<file path="config.mk">
export PLATFORM = sky130hd
export DESIGN_NAME = inner_wb_arbiter
export DESIGN_NICKNAME = d
export VERILOG_FILES = /design/src/rtl/inner_wb_arbiter.sv
export SDC_FILE = /design/constraint.sdc
export NUM_CORES = 1
export LEC_CHECK = 0
export BUFFER_PORTS_ARGS = -buffer_cell sky130_fd_sc_hd__buf_2
export CELL_PAD_IN_SITES_DETAIL_PLACEMENT = 0
export CELL_PAD_IN_SITES_GLOBAL_PLACEMENT = 1
export CORE_ASPECT_RATIO = 0.6
export CORE_MARGIN = 3
export CORE_UTILIZATION = 24
export CTS_BUF_LIST = sky130_fd_sc_hd__clkbuf_2 sky130_fd_sc_hd__clkbuf_4 sky130_fd_sc_hd__clkbuf_8
export DETAILED_ROUTE_END_ITERATION = 12
export PLACE_DENSITY = 0.86
export SETUP_SLACK_MARGIN = 0.02
export SLEW_MARGIN = 20
export SYNTH_ARGS = -nofsm -noshare
export SYNTH_HDL_FRONTEND = slang
export SYNTH_SLANG_ARGS = --single-unit
</file>
<file path="constraint.sdc">
create_clock -name i_clk -period 4.11 [get_ports i_clk]
set_input_delay 1.233 -clock i_clk [delete_from_list [all_inputs] [get_ports i_clk]]
set_output_delay 1.233 -clock i_clk [all_outputs]
set_load 0.03 [all_outputs]
</file>
<file path="src/rtl/inner_wb_arbiter.sv">
// Round-robin arbiter sharing the inner Wishbone bus between dcache (port 0) and two icaches.
// Grant is held for a whole CYC; a stall watchdog aborts a hung owner with ERR.
module inner_wb_arbiter #(
    parameter int WB_ADDR_W   = 24,
    parameter int WB_DATA_W   = 16,
    parameter int WB_SEL_BITS = 2,
    parameter int TIMEOUT     = 255
) (
    input  logic                     i_clk,
    input  logic                     i_rst,
    input  logic [2:0]               m_cyc,
    input  logic [2:0]               m_stb,
    input  logic [2:0]               m_we,
    input  logic [3*WB_ADDR_W-1:0]   m_adr,
    input  logic [3*WB_DATA_W-1:0]   m_o_dat,
    input  logic [3*WB_SEL_BITS-1:0] m_sel,
    input  logic [2:0]               m_4_burst,
    input  logic [2:0]               m_8_burst,
    output logic [WB_DATA_W-1:0]     m_i_dat,
    output logic [2:0]               m_ack,
    output logic [2:0]               m_err,
    output logic                     s_cyc,
    output logic                     s_stb,
    output logic                     s_we,
    output logic [WB_ADDR_W-1:0]     s_adr,
    output logic [WB_DATA_W-1:0]     s_o_dat,
    output logic [WB_SEL_BITS-1:0]   s_sel,
    output logic                     s_4_burst,
    output logic                     s_8_burst,
    input  logic [WB_DATA_W-1:0]     s_i_dat,
    input  logic                     s_ack,
    input  logic                     s_err,
    output logic [1:0]               o_owner,
    output logic                     o_timeout
);

    localparam int CNT_W = (TIMEOUT < 1) ? 1 : $clog2(TIMEOUT + 1);
    localparam logic [CNT_W-1:0] TO_M1 = CNT_W'((TIMEOUT > 0) ? TIMEOUT - 1 : 0);

    typedef enum logic [1:0] {IDLE, OWN, ABORT} state_t;

    state_t           state_q;
    logic [1:0]       owner_q;
    logic [1:0]       last_q;
    logic [CNT_W-1:0] cnt_q;

    logic                   own_cyc, own_stb, own_we, own_b4, own_b8;
    logic [WB_ADDR_W-1:0]   own_adr;
    logic [WB_DATA_W-1:0]   own_dat;
    logic [WB_SEL_BITS-1:0] own_sel;
    logic [1:0]             grant;
    logic [2:0]             own_oh;
    logic                   in_own, stall, abort, live;

    // First requester after the last winner, in cyclic order.
    function automatic logic [1:0] rr_pick(input logic [2:0] req, input logic [1:0] last);
        logic [1:0] pick;
        int         idx;
        pick = 2'd0;
        for (int k = 3; k >= 1; k--) begin
            idx = (int'(last) + k) % 3;
            if (req[idx]) pick = 2'(idx);
        end
        return pick;
    endfunction

    always_comb begin
        own_cyc = 1'b0;
        own_stb = 1'b0;
        own_we  = 1'b0;
        own_b4  = 1'b0;
        own_b8  = 1'b0;
        own_adr = '0;
        own_dat = '0;
        own_sel = '0;
        for (int i = 0; i < 3; i++) begin
            if (owner_q == 2'(i)) begin
                own_cyc = m_cyc[i];
                own_stb = m_stb[i];
                own_we  = m_we[i];
                own_b4  = m_4_burst[i];
                own_b8  = m_8_burst[i];
                own_adr = m_adr[i*WB_ADDR_W +: WB_ADDR_W];
                own_dat = m_o_dat[i*WB_DATA_W +: WB_DATA_W];
                own_sel = m_sel[i*WB_SEL_BITS +: WB_SEL_BITS];
            end
        end
    end

    assign grant  = rr_pick(m_cyc, last_q);
    assign in_own = (state_q == OWN);
    assign stall  = in_own && own_cyc && own_stb && !s_ack && !s_err;
    // An ACK/ERR in the would-be timeout cycle clears stall, so the slave response wins.
    assign abort  = (TIMEOUT != 0) && stall && (cnt_q == TO_M1);
    assign live   = in_own && own_cyc && !abort;
    assign own_oh = in_own ? (3'b001 << owner_q) : 3'b000;

    assign s_cyc     = live;
    assign s_stb     = live && own_stb;
    assign s_we      = live && own_we;
    assign s_4_burst = live && own_b4;
    assign s_8_burst = live && own_b8;
    assign s_adr     = own_adr;
    assign s_o_dat   = own_dat;
    assign s_sel     = own_sel;

    assign m_i_dat   = s_i_dat;
    assign m_ack     = i_rst ? 3'b000 : (own_oh & {3{s_ack}});
    assign m_err     = i_rst ? 3'b000 : (own_oh & {3{s_err | abort}});
    assign o_timeout = abort && !i_rst;
    assign o_owner   = owner_q;

    always_ff @(posedge i_clk) begin
        if (i_rst) begin
            state_q <= IDLE;
            owner_q <= 2'd3;
            last_q  <= 2'd2;
            cnt_q   <= '0;
        end else begin
            case (state_q)
                IDLE: begin
                    if (|m_cyc) begin
                        owner_q <= grant;
                        last_q  <= grant;
                        cnt_q   <= '0;
                        state_q <= OWN;
                    end
                end
                OWN: begin
                    if (abort) begin
                        state_q <= ABORT;
                    end else if (!own_cyc) begin
                        state_q <= IDLE;
                        owner_q <= 2'd3;
                    end else if (s_ack || s_err) begin
                        cnt_q <= '0;
                    end else if (stall && cnt_q != '1) begin
                        cnt_q <= cnt_q + CNT_W'(1);
                    end
                end
                ABORT: begin
                    if (!own_cyc) begin
                        state_q <= IDLE;
                        owner_q <= 2'd3;
                    end
                end
                default: begin
                    state_q <= IDLE;
                    owner_q <= 2'd3;
                end
            endcase
        end
    end

endmodule

</file>
### Yosys cells after proc, flatten, opt, wreduce, memory -nomap -nowiden

Cells that the tools add are included.

* memory bits (read-only): 0
* memories: 0
* memory bits (writable): 0
* latch bits: 0
* output and inout bits: 72
* flip-flop bits (word level): 14

* equality and inequality tests: 10
* magnitude comparators: 3
* multiplexer cells: 53
* reduce and logical (&&, ||, !) cells: 24
* shift operators: 1
* div/mod/pow operators: 3
* add/subtract/negate cells: 4
* multiply operators: 0
* bitwise logic cells: 3

Operators with widths (number)
* 32-bit by 4-bit less-than comparator with 1-bit output, second input constant: 3
* 32-bit by 3-bit modulo with 32-bit output, second input constant: 3
* 24-bit 2-to-1 mux: 3
* 16-bit 2-to-1 mux: 3
* 8-bit 2-to-1 mux: 5
* 2-bit 2-to-1 mux: 12
* 1-bit 2-to-1 mux: 21
* 8-bit one-hot mux with 2 select lines: 1
* 1-bit logical AND: 12
* 2-bit one-hot mux with 3 select lines: 2
* 3-bit 2-to-1 mux: 3
* 8-bit by 1-bit adder with 8-bit output, second input constant: 1
* 8-bit == test, second input constant: 1
* 8-bit != test, second input constant: 1
* 2-bit by 2-bit adder with 3-bit output, second input constant: 2
* 3-bit bitwise AND: 2
* 1-bit binary-select mux with 2-bit select: 3
* 2-bit != test, second input constant: 3
* 5-bit AND reduction: 1
* 2-bit by 1-bit == test with 1-bit output, second input constant: 2
* 2-bit == test, second input constant: 2
* 1-bit zero test: 4
* 2-bit zero test: 2
* 2-bit AND reduction: 2
* 7 further kinds: 7

### Logic depth before layout (Yosys ltp)

* depth after elaboration: 14
* mapped depth: 8

### Worst setup path before layout

OpenSTA, ideal clock, no wires.

* path kind: in2out
* from: in m_cyc[1]
* to: out m_err[2]
* stages: 5
* required time: 2877 ps
* setup slack: -33 ps
* data arrival time: 2910 ps
* cell sequence: clkbuf_1 a2bb2oi_1 nor3_1 o21ai_0 nor3b_1

* word-level cells in the longest chain between the ends: 10

Ends and longest elaborated chain
* start: declaration: line 11 `input logic [2:0] m_cyc,`
* 1-bit 2-to-1 mux (2 in series): line 77 `if (owner_q == 2'(i)) begin`
* 1-bit logical AND (4 in series): line 92 `assign stall = in_own && own_cyc && own_stb && !s_ack && !s_err;`
* 1-bit logical AND: line 94 `assign abort = (TIMEOUT != 0) && stall && (cnt_q == TO_M1);`
* 1-bit OR: line 109 `assign m_err = i_rst ? 3'b000 : (own_oh & {3{s_err | abort}});`
* 3-bit bitwise AND: line 109
* 3-bit 2-to-1 mux: line 109
* end: declaration: line 21 `output logic [2:0] m_err,`

No other way between the ends.

### Worst setup path after layout

* from: in m_cyc[2]
* to: out m_err[0]

* word-level cells in the longest chain between the ends: 9

Ends and longest elaborated chain (line)
* 1-bit 2-to-1 mux: 77
* 1-bit logical AND (4 in series): 92
* 1-bit logical AND: 94
* 1-bit OR: 109
* 3-bit bitwise AND: 109
* 3-bit 2-to-1 mux: 109

No other way between the ends.

==> run metrics <==
CTS tree=done; Buf+Inv Stages, Crit Path=3; Syn Nets=480; cell internal pwr=403 uW; CP arrival=2.68 ns; Die ar.=10,200 um^2; crit share post-route=95.2%; Synth area leader=mux2i_1; setup tns final=0 ns; hpwl dp=7130 um; Ant. Diodes=0; crit start category=primary input; initial antenna violation count=0; Worst-path clk slew=0.06 ns; Ys Warns=0; CTS Buffer Depth=2; Yosys top cell area share=22.3%; Highest Clock Rate=256 MHz; total CTS buffers=3; GR Overflow Total=0; FF-to-FF setup slack=1.70 ns; DR WL/cell=14.6 um; peak supply drop=0.000128 V; Hold Buf Count CTS=0; synth unique cells=42; Final nets=660; All-Layer GR Usage=15.1%; H-Tree Depth=1; Setup Buffers After CTS=0; reg2reg end=cnt_q[5]; IO Port Bufs=200; Sw Pwr=399 uW; Worst-Margin Slew=0.681 ns; worst hold endpoint=last_q[1]; Required @ worst endpoint=2.88 ns; Max-slew headroom=54.6%; Logic pwr share=66.3%; hold path cells=2; CP Class=primary input to output pin; hold_sp=last_q[1]; Max-cap violations=0; Crit path max-delay family=buffers and inverters; Post-synth top flop=dfxtp_1; Starting DRT DRC Count=166; die height=79.4 um; cells after synthesis=311; Layout Utilization=37.4%; critical path, cell by cell=buf_2, mux2i_1, a2bb2oi_1, nor3_1, o21ai_0, buf_4, nor3_1, buf_2; path depth of the worst reg2reg path=7; worst hold path type=flip-flop to flip-flop; CP max FO=5; RSZ-0062 raised after global routing=no; Setup Skew=0.00451 ns; drt pass-1 iters=4; largest net degree at the start of global routing=57; io pins=233; fraction of registers with async set/reset=0%; cts repair resizes=0; total wire length=8800 um; Seq cells post-synth=14; nature of the critical path endpoint=output pin; Synth area leaders=mux2i_1 22%, dfxtp_1 13%, o21ai_0 11%, nand2_1 9.1%, buf_4 6.3%; vias in the first global route=2,516; Starting Density=25.0%; DR DRC count=0; share of cells above drive strength 1=45.2%; sequential area share after synthesis=13.0%; sequential power share=19.3%; max-slew violations=0; Root Buffer=clkbuf_8; routed vias=2,939; worst r2r src=o_owner[1]; slowest CP cell=nor3_1; Sinks on Clock Net=14; status=complete, no violations; CORE AREA=8620 um^2; mapped cell area=2160 um^2; RD Place Congestion=0.870; global-route wire length before repair=12,600 um; Final Hold Fails=0; antenna-violating nets left=0; vias per cell=4.89; FP Rows=26; die width=128 um; Pwr per Cell Area=249 nW/um^2; Lkg Pwr=0.00183 uW; switching portion of total power=49.8%; Worst-Skew Late Latency=0.25 ns; clock power share=14.4%; Post-synth EDFFs=0; endpoints failing setup=0; min Tclk post-route=3.91 ns; Crit path largest cell delay=0.26 ns; P&R area growth vs syn=49.7%; Syn Area/Cell=6.93 um^2
==> sequential cells by signal, indices dropped and copies added, names as in the netlist <==
name and cells:
cnt_q 8, last_q 2, o_owner 2, state_q 2
==> kinds of logic after synthesis <==
group / after synthesis / synth area share [%]
AOI/OAI and AO/OA: 86 / 24.7
DFF: 14 / 13.0
muxes: 48 / 22.3
adders and majority gates: 8 / 4.64
and+or+nand+nor: 110 / 24.4
buffers and inverters: 45 / 11.0
==> synth_stat cells, drive strengths merged, types with 3 or more instances <==
| cell | instances |
|---|---|
| and2 | 4 |
| o211ai | 6 |
| dfxtp | 14 |
| and3 | 3 |
| buf | 22 |
| ha | 8 |
| mux2i | 48 |
| a211o | 5 |
| nand4 | 7 |
| nor3 | 7 |
| o21ai | 48 |
| inv | 10 |
| clkbuf | 13 |
| nand2 | 52 |
| or3 | 3 |
| a21oi | 10 |
| nor3b | 4 |
| a2bb2oi | 3 |
| nor2 | 20 |
| a211oi | 3 |
==> worst max path at each step <==
stage | startpoint | end | slack [ns] | cells past startpoint
finish | m_cyc[2] | m_err[0] | 0.20 | 8
global route | m_cyc[2] | m_err[0] | 0.06 | 8
CTS | m_stb[0] | s_stb | 0.14 | 7
detailed placement | m_stb[0] | s_stb | 0.14 | 7
global placement | m_stb[2] | s_stb | 0.12 | 7
floorplan | m_cyc[1] | m_err[0] | 0.04 | 5
==> layout by cell type, fill, tap and decap left out, types with 2 or more instances in the layout <==
cell type,instances
o211a_1,2
and2_1,4
a211o_1,5
or3_1,2
buf_2,200
dfxtp_1,12
inv_1,10
a211oi_1,3
nand4_1,6
nor3b_1,3
clkbuf_8,3
buf_4,10
a2bb2oi_1,3
nor3_1,7
nor2_1,20
mux2i_1,48
o211ai_1,6
o21ai_0,48
dfxtp_2,2
a21oi_1,10
nand2_1,52
ha_1,8
nand3_1,2
and3_1,3
==> power by group through the flow <==
stage               combinational, uW  clock [uW]  sequential [uW]
floorplan                         378           0              153
global placement                  525           0              158
detailed placement                532           0              158
CTS                               534         119              155
global route                      575         123              155
finish                            532         116              155
==> worst reg2reg max path, delay by kind of cell, from the launching register on <==
kind / cells / cell delay, ns
simple gates: 2 / 0.82
buf+inv: 2 / 0.61
flops: 1 / 0.46
compound gates: 3 / 0.45
==> routing by layer <==
layer / track usage (%) / part of all wire [%]
met3: 3.07 / 9.7
met4: 1.69 / 0.35
met5: 0 / 0
met2: 24.4 / 47
met1: 21.4 / 43
==> metrics by stage <==
step	cells	power, uW	hold WS [ns]	setup slack [ns]	instance area (um^2)
finish	601	802	0.508	0.198	3230
global route	601	853	0.534	0.0571	3230
CTS	601	807	0.511	0.139	3230
detailed placement	598	689	0.502	0.141	3190
global placement	598	683	0.499	0.118	3190
floorplan	311	531	0.476	0.0398	2160
==> final cells by class <==
cell class	count	area [um^2]
Inverter	10	37.5
Tap cell	112	140
Fill cell	911	5390
Timing Repair Buffer	210	1080
Multi-Input combinational cell	252	1650
Sequential cell	14	283
Clock buffer	3	41.3
No activity file was read; power rests on OpenSTA's default activity.
